$ cat src/rtl/train_pkg.sv
// train_pkg: shared sizing and FSM encoding for the siding
// dispatch generator and the station-stack checker.
package train_pkg;

   localparam int MAX_CARS = 10;
   localparam int CAR_W    = 4;

   typedef enum logic [1:0] {
      IDLE = 2'd0,
      LOAD = 2'd1,
      OUT  = 2'd2,
      ERR  = 2'd3
   } state_t;

endpackage

$ cat src/rtl/train_dispatch_gen_if.sv
// train_dispatch_gen_if: frame-in / frame-out beat bus.
// master drives in_valid/data, slave drives out_valid/out_data/err.
interface train_dispatch_gen_if #(
   parameter int CAR_W = train_pkg::CAR_W
);

   logic             in_valid;
   logic [CAR_W-1:0] data;
   logic             out_valid;
   logic [CAR_W-1:0] out_data;
   logic             err;

   modport master (
      output in_valid, data,
      input  out_valid, out_data, err
   );

   modport slave (
      input  in_valid, data,
      output out_valid, out_data, err
   );

endinterface

$ cat src/rtl/train_stack.sv
// train_stack: DEPTH-entry LIFO for the dead-end siding.
// Ports: clr/push/pop, din; top (0 when empty), empty, full.
module train_stack
   import train_pkg::*;
#(
   parameter int DEPTH = MAX_CARS,
   parameter int W     = CAR_W
) (
   input  logic         clk,
   input  logic         rst_n,
   input  logic         clr,
   input  logic         push,
   input  logic         pop,
   input  logic [W-1:0] din,
   output logic [W-1:0] top,
   output logic         empty,
   output logic         full
);

   localparam int AW = (DEPTH > 1) ? $clog2(DEPTH) : 1;
   localparam int PW = $clog2(DEPTH + 1);
   localparam logic [PW-1:0] FULL_P = PW'(DEPTH);

   logic [W-1:0]  mem [DEPTH];
   logic [PW-1:0] sp;
   logic [PW-1:0] sp_m1;

   assign sp_m1 = sp - 1'b1;
   assign empty = (sp == '0);
   assign full  = (sp == FULL_P);
   assign top   = empty ? '0 : mem[sp_m1[AW-1:0]];

   always_ff @(posedge clk or negedge rst_n) begin
      if (!rst_n) begin
         sp <= '0;
         for (int i = 0; i < DEPTH; i++) begin
            mem[i] <= '0;
         end
      end else if (clr) begin
         sp <= '0;
      end else if (push && !full) begin
         mem[sp[AW-1:0]] <= din;
         sp <= sp + 1'b1;
      end else if (pop && !empty) begin
         sp <= sp_m1;
      end
   end

endmodule

$ cat src/rtl/train_dispatch_gen.sv
// train_dispatch_gen: turns a push/pop frame into a departure frame.
// Ports: clk, rst_n, bus (slave: in_valid/data in; out_valid/out_data/err out).
module train_dispatch_gen
   import train_pkg::*;
#(
   parameter int MAX_CARS = train_pkg::MAX_CARS,
   parameter int CAR_W    = train_pkg::CAR_W
) (
   input logic                 clk,
   input logic                 rst_n,
   train_dispatch_gen_if.slave bus
);

   localparam int AW = (MAX_CARS > 1) ? $clog2(MAX_CARS) : 1;
   localparam int CW = CAR_W + 1;
   localparam logic [CW-1:0] MAX_C = CW'(MAX_CARS);

   state_t           state, state_d;
   logic [CAR_W-1:0] n_q, n_d;
   logic [CW-1:0]    push_cnt, push_d;
   logic [CW-1:0]    op_cnt, op_d;
   logic [CW-1:0]    wr_idx, wr_d;
   logic [CW-1:0]    rd_idx, rd_d;
   logic             errf, errf_d;
   logic [CAR_W-1:0] q [MAX_CARS];

   logic             ov_q, ov_d;
   logic             err_q, err_d;
   logic [CAR_W-1:0] od_q, od_d;

   logic             stk_clr, stk_push, stk_pop;
   logic [CAR_W-1:0] stk_din, stk_top;
   logic             stk_empty, stk_full;

   logic             is_push, bad_op, bad_n, take;
   logic [CW-1:0]    two_n;

   train_stack #(
      .DEPTH (MAX_CARS),
      .W     (CAR_W)
   ) u_stack (
      .clk   (clk),
      .rst_n (rst_n),
      .clr   (stk_clr),
      .push  (stk_push),
      .pop   (stk_pop),
      .din   (stk_din),
      .top   (stk_top),
      .empty (stk_empty),
      .full  (stk_full)
   );

   assign two_n   = {n_q, 1'b0};
   assign is_push = bus.data[0];
   assign bad_n   = (bus.data == '0) ||
                    ({1'b0, bus.data} > MAX_C);
   // full can only coincide with push_cnt >= N; kept as a guard
   assign bad_op  = is_push ?
                    ((push_cnt >= {1'b0, n_q}) || stk_full) :
                    stk_empty;
   // after the first bad beat the siding is frozen
   assign take     = (state == LOAD) && bus.in_valid &&
                     !errf && !bad_op;
   assign stk_push = take && is_push;
   assign stk_pop  = take && !is_push;
   assign stk_din  = push_cnt[CAR_W-1:0] + 1'b1;
   assign stk_clr  = (state == IDLE) && bus.in_valid;

   assign bus.out_valid = ov_q;
   assign bus.out_data  = od_q;
   assign bus.err       = err_q;

   always_ff @(posedge clk or negedge rst_n) begin
      if (!rst_n) begin
         state <= IDLE;
      end else begin
         state <= state_d;
      end
   end

   always_comb begin
      state_d = state;
      n_d     = n_q;
      push_d  = push_cnt;
      op_d    = op_cnt;
      wr_d    = wr_idx;
      rd_d    = rd_idx;
      errf_d  = errf;
      ov_d    = 1'b0;
      od_d    = '0;
      err_d   = 1'b0;
      unique case (state)
         IDLE: begin
            if (bus.in_valid) begin
               n_d    = bus.data;
               push_d = '0;
               op_d   = '0;
               wr_d   = '0;
               rd_d   = '0;
               errf_d = 1'b0;
               if (bad_n) begin
                  state_d = ERR;
                  ov_d    = 1'b1;
                  err_d   = 1'b1;
               end else begin
                  state_d = LOAD;
               end
            end
         end
         LOAD: begin
            if (!bus.in_valid) begin
               state_d = IDLE;
            end else begin
               op_d   = op_cnt + 1'b1;
               errf_d = errf | bad_op;
               if (stk_push) push_d = push_cnt + 1'b1;
               if (stk_pop)  wr_d   = wr_idx + 1'b1;
               // header beat of the result leaves with the last op
               if (op_d == two_n) begin
                  ov_d = 1'b1;
                  if (errf_d) begin
                     state_d = ERR;
                     err_d   = 1'b1;
                  end else begin
                     state_d = OUT;
                     od_d    = n_q;
                  end
               end
            end
         end
         OUT: begin
            if (rd_idx < {1'b0, n_q}) begin
               ov_d = 1'b1;
               od_d = q[rd_idx[AW-1:0]];
               rd_d = rd_idx + 1'b1;
            end else begin
               state_d = IDLE;
            end
         end
         ERR: begin
            state_d = IDLE;
         end
         default: begin
            state_d = IDLE;
         end
      endcase
   end

   always_ff @(posedge clk or negedge rst_n) begin
      if (!rst_n) begin
         n_q      <= '0;
         push_cnt <= '0;
         op_cnt   <= '0;
         wr_idx   <= '0;
         rd_idx   <= '0;
         errf     <= 1'b0;
         ov_q     <= 1'b0;
         od_q     <= '0;
         err_q    <= 1'b0;
      end else begin
         n_q      <= n_d;
         push_cnt <= push_d;
         op_cnt   <= op_d;
         wr_idx   <= wr_d;
         rd_idx   <= rd_d;
         errf     <= errf_d;
         ov_q     <= ov_d;
         od_q     <= od_d;
         err_q    <= err_d;
      end
   end

   always_ff @(posedge clk or negedge rst_n) begin
      if (!rst_n) begin
         for (int i = 0; i < MAX_CARS; i++) begin
            q[i] <= '0;
         end
      end else if (stk_pop) begin
         q[wr_idx[AW-1:0]] <= stk_top;
      end
   end

endmodule

$ cat src/flat_wrapper.sv
// flat-port wrapper written by rule: the top's interface ports become plain ports
module train_dispatch_gen_flat import train_pkg::*;
#(
   parameter int MAX_CARS = train_pkg::MAX_CARS,
   parameter int CAR_W    = train_pkg::CAR_W
)
  (clk, rst_n, bus_in_valid, bus_data, bus_out_valid, bus_out_data, bus_err);
  train_dispatch_gen_if #(.CAR_W(CAR_W)) bus_i ();
  input logic clk;
  input logic rst_n;
  input wire logic [$bits(bus_i.in_valid)-1:0] bus_in_valid;
  input wire logic [$bits(bus_i.data)-1:0] bus_data;
  output wire logic [$bits(bus_i.out_valid)-1:0] bus_out_valid;
  output wire logic [$bits(bus_i.out_data)-1:0] bus_out_data;
  output wire logic [$bits(bus_i.err)-1:0] bus_err;
  assign bus_i.in_valid = bus_in_valid;
  assign bus_i.data = bus_data;
  assign bus_out_valid = bus_i.out_valid;
  assign bus_out_data = bus_i.out_data;
  assign bus_err = bus_i.err;
  train_dispatch_gen #(.MAX_CARS(MAX_CARS), .CAR_W(CAR_W)) u_core (.clk(clk), .rst_n(rst_n), .bus(bus_i));
endmodule
$ cat config.mk
export PLATFORM = sky130hd
export DESIGN_NAME = train_dispatch_gen_flat
export DESIGN_NICKNAME = d
export VERILOG_FILES = /design/src/rtl/train_pkg.sv /design/src/rtl/train_dispatch_gen_if.sv /design/src/rtl/train_stack.sv /design/src/rtl/train_dispatch_gen.sv /design/src/flat_wrapper.sv
export SDC_FILE = /design/constraint.sdc
export NUM_CORES = 1
export LEC_CHECK = 0
export CAP_MARGIN = 5
export CELL_PAD_IN_SITES_DETAIL_PLACEMENT = 1
export CELL_PAD_IN_SITES_GLOBAL_PLACEMENT = 2
export CORE_MARGIN = 1
export CORE_UTILIZATION = 41
export CTS_BUF_LIST = sky130_fd_sc_hd__clkbuf_8
export DETAILED_ROUTE_END_ITERATION = 10
export GPL_TIMING_DRIVEN = 0
export PLACE_DENSITY_LB_ADDON = 0.2
export REMOVE_ABC_BUFFERS = 1
export SLEW_MARGIN = 25
export SYNTH_ARGS = -nofsm -noshare
export SYNTH_HDL_FRONTEND = slang
export SYNTH_HIERARCHICAL = 1
export SYNTH_SLANG_ARGS = --single-unit
$ cat constraint.sdc
create_clock -name clk -period 3.2 [get_ports clk]
set_input_delay 0.64 -clock clk [delete_from_list [all_inputs] [get_ports clk]]
set_output_delay 0.64 -clock clk [all_outputs]
set_load 0.02 [all_outputs]
; ---- After elaboration in Yosys (flattened, before gate mapping)
; Cells that the tools add are included.
[word_totals]
output_inout_bits = 6
reg_bits = 117
word_cells = 148
[classes]
n_addsub = 7
bitwise_logic = 6
n_reduce_logical = 30
eq_ne = 12
n_mux = 53
n_lt_le_gt_ge = 9
[ops]
columns = op, count
row1 = $bwmux W40, 2
row2 = $mux W4, 14
row3 = $pmux W5 S2, 4
row4 = $mux W5, 7
row5 = $bmux W4 S4, 2
row6 = $demux W4 S4, 2
row7 = $add A5 B1 Y5 const B, 4
row8 = $ge A5 B5 Y1 const B, 4
row9 = $not A4 Y5, 4
row10 = $mux W1, 12
row11 = $logic_and A1 B1 Y1, 10
row12 = $lt A5 B1 Y1 const B, 2
row13 = $mux W2, 5
row14 = $ne A2 B2 Y1 const B, 5
row15 = $reduce_and A3 Y1, 3
row16 = $add A4 B1 Y4 const B, 2
row17 = $logic_not A4 Y1, 2
row18 = $pmux W2 S4, 1
row19 = $pmux W4 S2, 1
row20 = $reduce_and A4 Y1, 2
row21 = $eq A5 B5 Y1, 1
row22 = $ge A5 B4 Y1, 1
row23 = $logic_not A1 Y1, 5
row24 = $lt A5 B4 Y1, 1
row25 = other kinds (16), 21

; ---- Logic depth before layout (Yosys ltp)
; Gate-level depths: netlist (run 1).
[depth]
ltp_word = 10
ltp_mapped = 13

; ---- Cells and area by module
; The synthesis (run 1) kept the hierarchy.
[by_module_without_submodules]
columns = mod, area_per_inst_um2, instances, cells_each, seq_area_each_um2
row1 = train_dispatch_gen, 3900.0, 1, 338, 1801.7
row2 = train_stack, 2373.5, 1, 175, 1101.1

; ---- Least setup slack after synthesis (run 1)
; No wires, ideal clock.
[synth_timing]
kind = register -> register
start = register u_core.u_stack.sp[0]
end = register u_core/u_stack/mem[24] (netlist bit)
t_arrival_ns = 3.216
stages_incl_launch_ff = 13
synth_period_minus_slack_ns = 3.341
required_time_ns = 3.075
path_slack_ns = -0.141
path_cell_list = dfrtp_1 > buf_6 > buf_4 > inv_1 > ha_1 > nand3b_2 > inv_1 > or4b_4 > a2111oi_4 > nor2b_1 > buf_2 > and4bb_1 > mux2_2
[synth_via]
elab_chain_len = 8
[synth_rtl]
columns = element, line
row1 = "start, declared", train_stack.sv:25  ; logic [PW-1:0] sp;
row2 = "start signal, assigned", train_stack.sv:43  ; sp <= sp + 1'b1;
row3 = "start signal, assigned", train_stack.sv:45  ; sp <= sp_m1;
row4 = $eq A4 B4 Y1, train_stack.sv:30  ; assign full = (sp == FULL_P);
row5 = via u_core.stk_full, train_dispatch_gen.sv:33  ; logic stk_empty, stk_full;
row6 = $logic_or A1 B1 Y1, train_dispatch_gen.sv:59  ; ((push_cnt >= {1'b0, n_q}) || stk_full) :
row7 = $mux W1, train_dispatch_gen.sv:58  ; assign bad_op = is_push ?
row8 = $logic_not A1 Y1, train_dispatch_gen.sv:63  ; !errf && !bad_op;
row9 = $logic_and A1 B1 Y1, train_dispatch_gen.sv:63
row10 = $logic_and A1 B1 Y1, train_dispatch_gen.sv:64  ; assign stk_push = take && is_push;
row11 = via u_core.stk_push, train_dispatch_gen.sv:31  ; logic stk_clr, stk_push, stk_pop;
row12 = $logic_and A1 B1 Y1, train_stack.sv:41  ; end else if (push && !full) begin
row13 = $reduce_and A2 Y1 (no source line), -
row14 = "end signal, assigned by index", train_stack.sv:42  ; mem[sp[AW-1:0]] <= din;
row15 = "end, declared", train_stack.sv:24  ; logic [W-1:0] mem [DEPTH];
; The timed path passes the listed nets, and every way through them passes these cells.
; A chain may end at the register's enable or synchronous reset.

; ---- Worst setup path in the final report (run 1)
[layout_timing]
start = register u_core.u_stack.sp[1]
end = register u_core/u_stack/mem[15] (netlist bit)
; The elaborated chain is that of the path after synthesis.

==> impl_metrics.json, run 1 <==
{
  "netlist_area_um2": 6270,
  "place_inst": 682,
  "ys.flop_type": "dfrtp_1",
  "grt_max_degree": 75,
  "drv_slew": 0,
  "synth_top_area_cell": "dfrtp_1",
  "critPathKind": "flip-flop to flip-flop",
  "worstPathArrival_ps": 3330,
  "ys_seq_elements": 116,
  "path_max_fanout": 8,
  "first_iter_violations": 214,
  "hold_class": "input pin to async pin",
  "clkSlewWorstSetupHoldPaths_ps": 70,
  "fin_skew_ps": 12.4,
  "wl_um": 14400,
  "wire_per_inst_um": 20.1,
  "start_util_pct": 42.5,
  "rr_worst_depth": 9,
  "synth.avg_cell_area_um2": 12.2,
  "yosysSeqAreaShare_pct": 46.3,
  "vias_per_cell": 5.79,
  "rsz0062_at_grt": "no",
  "worst_pin_slew_ps": 869,
  "outcome": "finished clean",
  "finalSetupViolCount": 0,
  "cts_buffers": 17,
  "rows": 44,
  "top_level_ports": 13,
  "die_h_um": 126,
  "vias": 4158,
  "clk_latency_ps": 450,
  "irDropWorstVdd_mv": 0.378,
  "synth_area_leaders": "dfrtp_1, mux2_2, ha_1",
  "synthArstFlopShare_pct": 100,
  "drive_above_1_share_pct": 31.1,
  "grt_pass1_wl_um": 24500,
  "final_nets": 550,
  "fin_crit_ps": 3000,
  "synth_edf_count": 0,
  "antenna_left": 0,
  "cp_data_required_time_ps": 3530,
  "die-area_um2": 15800,
  "power_w": 0.00581,
  "final_area_um2": 7070,
  "grt_overflow_total": 0,
  "area_delta_synth_final_pct": 12.7,
  "finalCritPeriodShare_pct": 93.9,
  "antenna_found_initial": 0,
  "hold_viol": 0,
  "io_buffers": 12,
  "fin_cells": 718,
  "tns_ps": 0,
  "cts_root_buf": "clkbuf_8",
  "drv_cap": 0,
  "fin_util_pct": 47.9,
  "cts_num_sinks": 116,
  "core_area_um2": 14800,
  "clk_path_buf_depth": 2,
  "yosys.cell_types.count": 75,
  "dp_hpwl_um": 9930,
  "maxSlewHeadroom_pct": 41.9,
  "die_x_um": 126,
  "syn_inst": 513,
  "power_density_nw_per_um2": 822,
  "drc": 0,
  "cts_hold_buf": 0,
  "grtUsageTotal_pct": 20.3,
  "dpl_cell_area_um2": 6520,
  "h-tree-depth": 4,
  "fmax_ghz": 0.333,
  "synth_most_common_cell": "dfrtp_1",
  "p_leak_nw": 3.24,
  "drtPass1Iterations": 5,
  "synth_top_area_share_pct": 46.3,
  "end_kind": "flip-flop",
  "cts_tree": "yes",
  "yosys_warnings": 6,
  "gp_congestion": 0.778,
  "first_global_vias": 4573,
  "diodes": 0,
  "yosys-top-cells-count": "dfrtp_1, mux2_2, nand2_1, ha_1, o21ai_0",
  "cp-start-kind": "flip-flop"
}
[cell usage in the layout, fill, tap and decap left out, drive strengths merged, types with 3 or more instances in the layout]
cell type / count
dfrtp: 116
mux2: 92
nand2: 35
ha: 22
o21ai: 21
clkbuf: 18
inv: 17
mux4: 16
nor2: 15
nand3: 14
a21oi: 13
clkdlybuf4s50: 11
nor2b: 11
nor3: 10
xnor2: 8
o22ai: 7
mux2i: 6
a31oi: 6
a22o: 6
buf: 6
bufinv: 5
nand2b: 5
o31ai: 5
clkinvlp: 4
nor3b: 4
clkinv: 4
a21o: 3
xor2: 3
o2111ai: 3
and3: 3
nor4: 3
and2: 3
[kinds of logic after synthesis]
logic type,share of synthesized area [%]
compound gates,10.2
xor+xnor,1.54
fa+ha+maj,4.39
buf+inv,3.23
flops,46.3
mux,23.5
simple gates,10.9
[worst max-delay path, stage by stage (launching register included)]
cell	delay [ps]
dfrtp_2	490
ha_1	260
nand3b_2	190
inv_1	60
or4b_4	500
a2111oi_4	340
nor2b_4	280
nand2_2	110
nor2_2	280
mux2_2	370
[per-stage QoR]
step                worst slack (ps)  hold WS, ps
floorplan                       -483          344
global placement               -3070          468
detailed placement             -1340          484
CTS                            0.594          104
global route                    1.70          102
finish                           195         97.1
[report_power, final]
part           internal, W  switching, W  leakage [nW]
Combinational     0.000863       0.00133          1.43
Sequential         0.00170      0.000342          1.59
Clock             0.000943      0.000622         0.226
Total              0.00351       0.00230          3.24
[state kept, by name (all words and copies together) (netlist names)]
| register | cells |
|---|---|
| u_core/q | 40 |
| u_core/u_stack/mem | 40 |
| u_core/op_cnt | 5 |
| u_core/push_cnt | 5 |
| u_core/rd_idx | 5 |
| u_core/bus.out_data | 4 |
| u_core/n_q | 4 |
| u_core/u_stack/sp | 4 |
| u_core/wr_idx | 4 |
| u_core/state | 2 |
| u_core/bus.err | 1 |
| u_core/bus.out_valid | 1 |
| u_core/errf | 1 |
[path summary, 6_finish.rpt]
| path | endpoint | from | slack (ps) |
|---|---|---|---|
| worst max-delay path | u_core/u_stack/mem[15]$_DFFE_PN0P_ | u_core/u_stack/sp[1]$_DFFE_PN0P_ | 200 |
| worst min-delay path | u_core/op_cnt[3]$_DFFE_PN0P_ | rst_n | 100 |
| worst max register to register | u_core/u_stack/mem[15]$_DFFE_PN0P_ | u_core/u_stack/sp[1]$_DFFE_PN0P_ | 200 |
| worst min register to register | u_core/u_stack/mem[28]$_DFFE_PN0P_ | u_core/u_stack/mem[28]$_DFFE_PN0P_ | 500 |
| max in group asynchronous | u_core/u_stack/sp[1]$_DFFE_PN0P_ | rst_n | 2380 |
| min in group clk | u_core/u_stack/mem[28]$_DFFE_PN0P_ | u_core/u_stack/mem[28]$_DFFE_PN0P_ | 500 |
[layer usage]
metal	global-route usage, %	share of wire, %	up-vias	routed length (um)
met5	0	0	-	0
met4	7.53	2.1	0	297
met1	24.8	45	2168	6480
met2	34.5	50	44	7270
li1	-	-	1928	-
met3	5.35	2.6	18	373
[area by class of cell]
type,count,area [um2]
Clock inverter,14,209
Multi-Input combinational cell,353,3230
Inverter,16,63.8
Clock buffer,18,248
Timing Repair Buffer,17,179
Sequential cell,116,2910
Tap cell,184,230
Fill cell,1529,7680
[what timing repair did]
action                     CTS  global route
pin swaps                    2             0
setup endpoints to repair  100            46
gates resized for setup      8             5
setup buffers                3             1
Note: power is estimated with default switching activity, not from simulation.
==> inputs of run 2 (changes only) <==
RECOVER_POWER = 100   (was default)
SKIP_CTS_REPAIR_TIMING = 1   (was default)
==> run 2 against run 1 <==
  * The run now ends with max-capacitance violations, max-slew violations left
  * Combinational power is essentially flat
  * Setup slack lost 100 ps
  * Hold slack lost 11 ps
  * Via count grew 0.53%
  * Power grew 0.57%
  * Cell area grew 0.69%
  * Final cell count grew 1.1%
  * Register-to-register slack lost 60 ps
  * Sequential power is essentially flat
  * Critical path depth shrank 1
  * Highest routed layer unchanged
==> impl_metrics.json, run 2 (same netlist as run 1, synthesis figures left out) <==
{
  "outcome": "finished, violations left",
  "violations": "max-capacitance violations, max-slew violations",
  "fin_crit_ps": 3110,
  "cp_slowest_stage_delay_ps": 890,
  "rrSetupSlack_ps": 140,
  "core_area_um2": 14800,
  "area_delta_synth_final_pct": 13.5,
  "final_cell_mix": "dfrtp_1, mux2_2, nand2_1, ha_1, clkbuf_8",
  "grtUsageTotal_pct": 20.2,
  "die_x_um": 126,
  "path_max_fanout": 13,
  "r2r-end": "u_core/u_stack/mem[18]$_DFFE_PN0P_",
  "antenna_found_initial": 0,
  "cts_root_buf": "clkbuf_8",
  "cp_data_required_time_ps": 3540,
  "final_area_um2": 7120,
  "grt_pass1_wl_um": 24400,
  "clk_path_buf_depth": 2,
  "p_leak_nw": 3.32,
  "crit_chain": "dlygate4sd3_1 -> nand2_2 -> a2111oi_4 -> nor2b_4 -> buf_4 -> nand2_1 -> nor2_2 -> mux2_2",
  "rows": 44,
  "wire_per_inst_um": 19.9,
  "h-tree-depth": 4,
  "first_iter_violations": 193,
  "cts_tree": "yes",
  "grt_max_degree": 75,
  "startpoint": "bus_in_valid",
  "start_util_pct": 42.5,
  "dpl_cell_area_um2": 6520,
  "top_level_ports": 13,
  "io_buffers": 12,
  "drv_cap": 1,
  "hold_slack_ps": 86.1,
  "final_common_cell": "dfrtp_1",
  "drc": 0,
  "drv_slew": 75,
  "drtPass1Iterations": 4,
  "worst_pin_slew_ps": 1840,
  "worstPathArrival_ps": 3450,
  "finalSetupViolCount": 0,
  "rr_worst_depth": 10,
  "r2r-start": "u_core/push_cnt[0]$_DFFE_PN0P_",
  "die-area_um2": 15800,
  "dp_hpwl_um": 9930,
  "power_w": 0.00584,
  "dp_slack_ps": -1340,
  "diodes": 0,
  "slowest_stage": "dlygate4sd3_1",
  "first_global_vias": 4561,
  "fmax_ghz": 0.322,
  "maxSlewHeadroom_pct": -22.6,
  "setup_ws_ps": 90.7,
  "fin_util_pct": 48.3,
  "vias_per_cell": 5.76,
  "antenna_left": 0,
  "vias": 4180,
  "power_density_nw_per_um2": 821,
  "fin_skew_ps": 11.5,
  "wl_um": 14500,
  "final_nets": 558,
  "clk_latency_ps": 450,
  "hold_class": "input pin to async pin",
  "drive_above_1_share_pct": 32.3,
  "gp_congestion": 0.778,
  "cts_buffers": 17,
  "cp-start-kind": "input pin",
  "irDropWorstVdd_mv": 0.387,
  "critPathKind": "input pin to flip-flop",
  "cts_num_sinks": 116,
  "hold_viol": 0,
  "die_h_um": 126,
  "finalCritPeriodShare_pct": 97.2,
  "reg_top3": "u_core/q: 40 flops, u_core/u_stack/mem: 40 flops",
  "grt_overflow_total": 0,
  "end_kind": "flip-flop",
  "clkSlewWorstSetupHoldPaths_ps": 80
}
-- run 2: per-stage QoR --
| stage | instances | TNS [ps] |
|---|---|---|
| 6_report | 726 | 0 |
| 5_1_grt | 726 | -38.5 |
| 4_1_cts | 714 | -90260 |
| 3_5_place_dp | 682 | -89240 |
| 3_3_place_gp | 681 | -440220 |
| 2_1_floorplan | 485 | -18020 |
-- run 2: layout make-up --
type / count / area [um2]
clock inverter: 14 / 209
fill: 1529 / 7630
sequential: 116 / 2910
inverter: 16 / 63.8
multi-input combinational: 353 / 3240
tap: 184 / 230
timing repair buffer: 25 / 216
clock buffer: 18 / 248
-- run 2: worst max-delay path, delay by kind of cell --
kind                   cells  cell delay [ps]
buffers and inverters      2             1030
AOI/OAI and AO/OA          1              480
muxes                      1              370
and+or+nand+nor            4              900
-- run 2: layer usage --
layer	part of all wire, %	global-route usage (%)	vias to the layer above
li1	-	-	1940
met1	45	24.8	2184
met2	51	34.2	39
met3	2.4	5.35	17
met4	2.1	7.53	0
met5	0	0	-
-- run 2: worst max-delay path by stage --
stage                                         end  slack (ps)  cells after the start
2_1_floorplan  u_core/u_stack/mem[12]$_DFFE_PN0P_        -480                     10
3_3_place_gp   u_core/u_stack/mem[29]$_DFFE_PN0P_       -3070                      1
3_5_place_dp   u_core/u_stack/mem[15]$_DFFE_PN0P_       -1340                     10
4_1_cts        u_core/u_stack/mem[15]$_DFFE_PN0P_       -1360                     10
5_1_grt        u_core/u_stack/mem[16]$_DFFE_PN0P_         -10                     10
6_report       u_core/u_stack/mem[18]$_DFFE_PN0P_          90                      8
-- run 2: report_power, final --
part	leakage, nW	internal [W]	switching, W
logic	1.51	0.000887	0.00134
clock network	0.226	0.000943	0.000620
registers	1.59	0.00170	0.000344
total	3.32	0.00353	0.00231
==> inputs of run 3 (changes only) <==
GPL_ROUTABILITY_DRIVEN = 0   (was default)
==> results of run 3 <==
No change in the layout: final DEF, timing and power equal those of run 2.
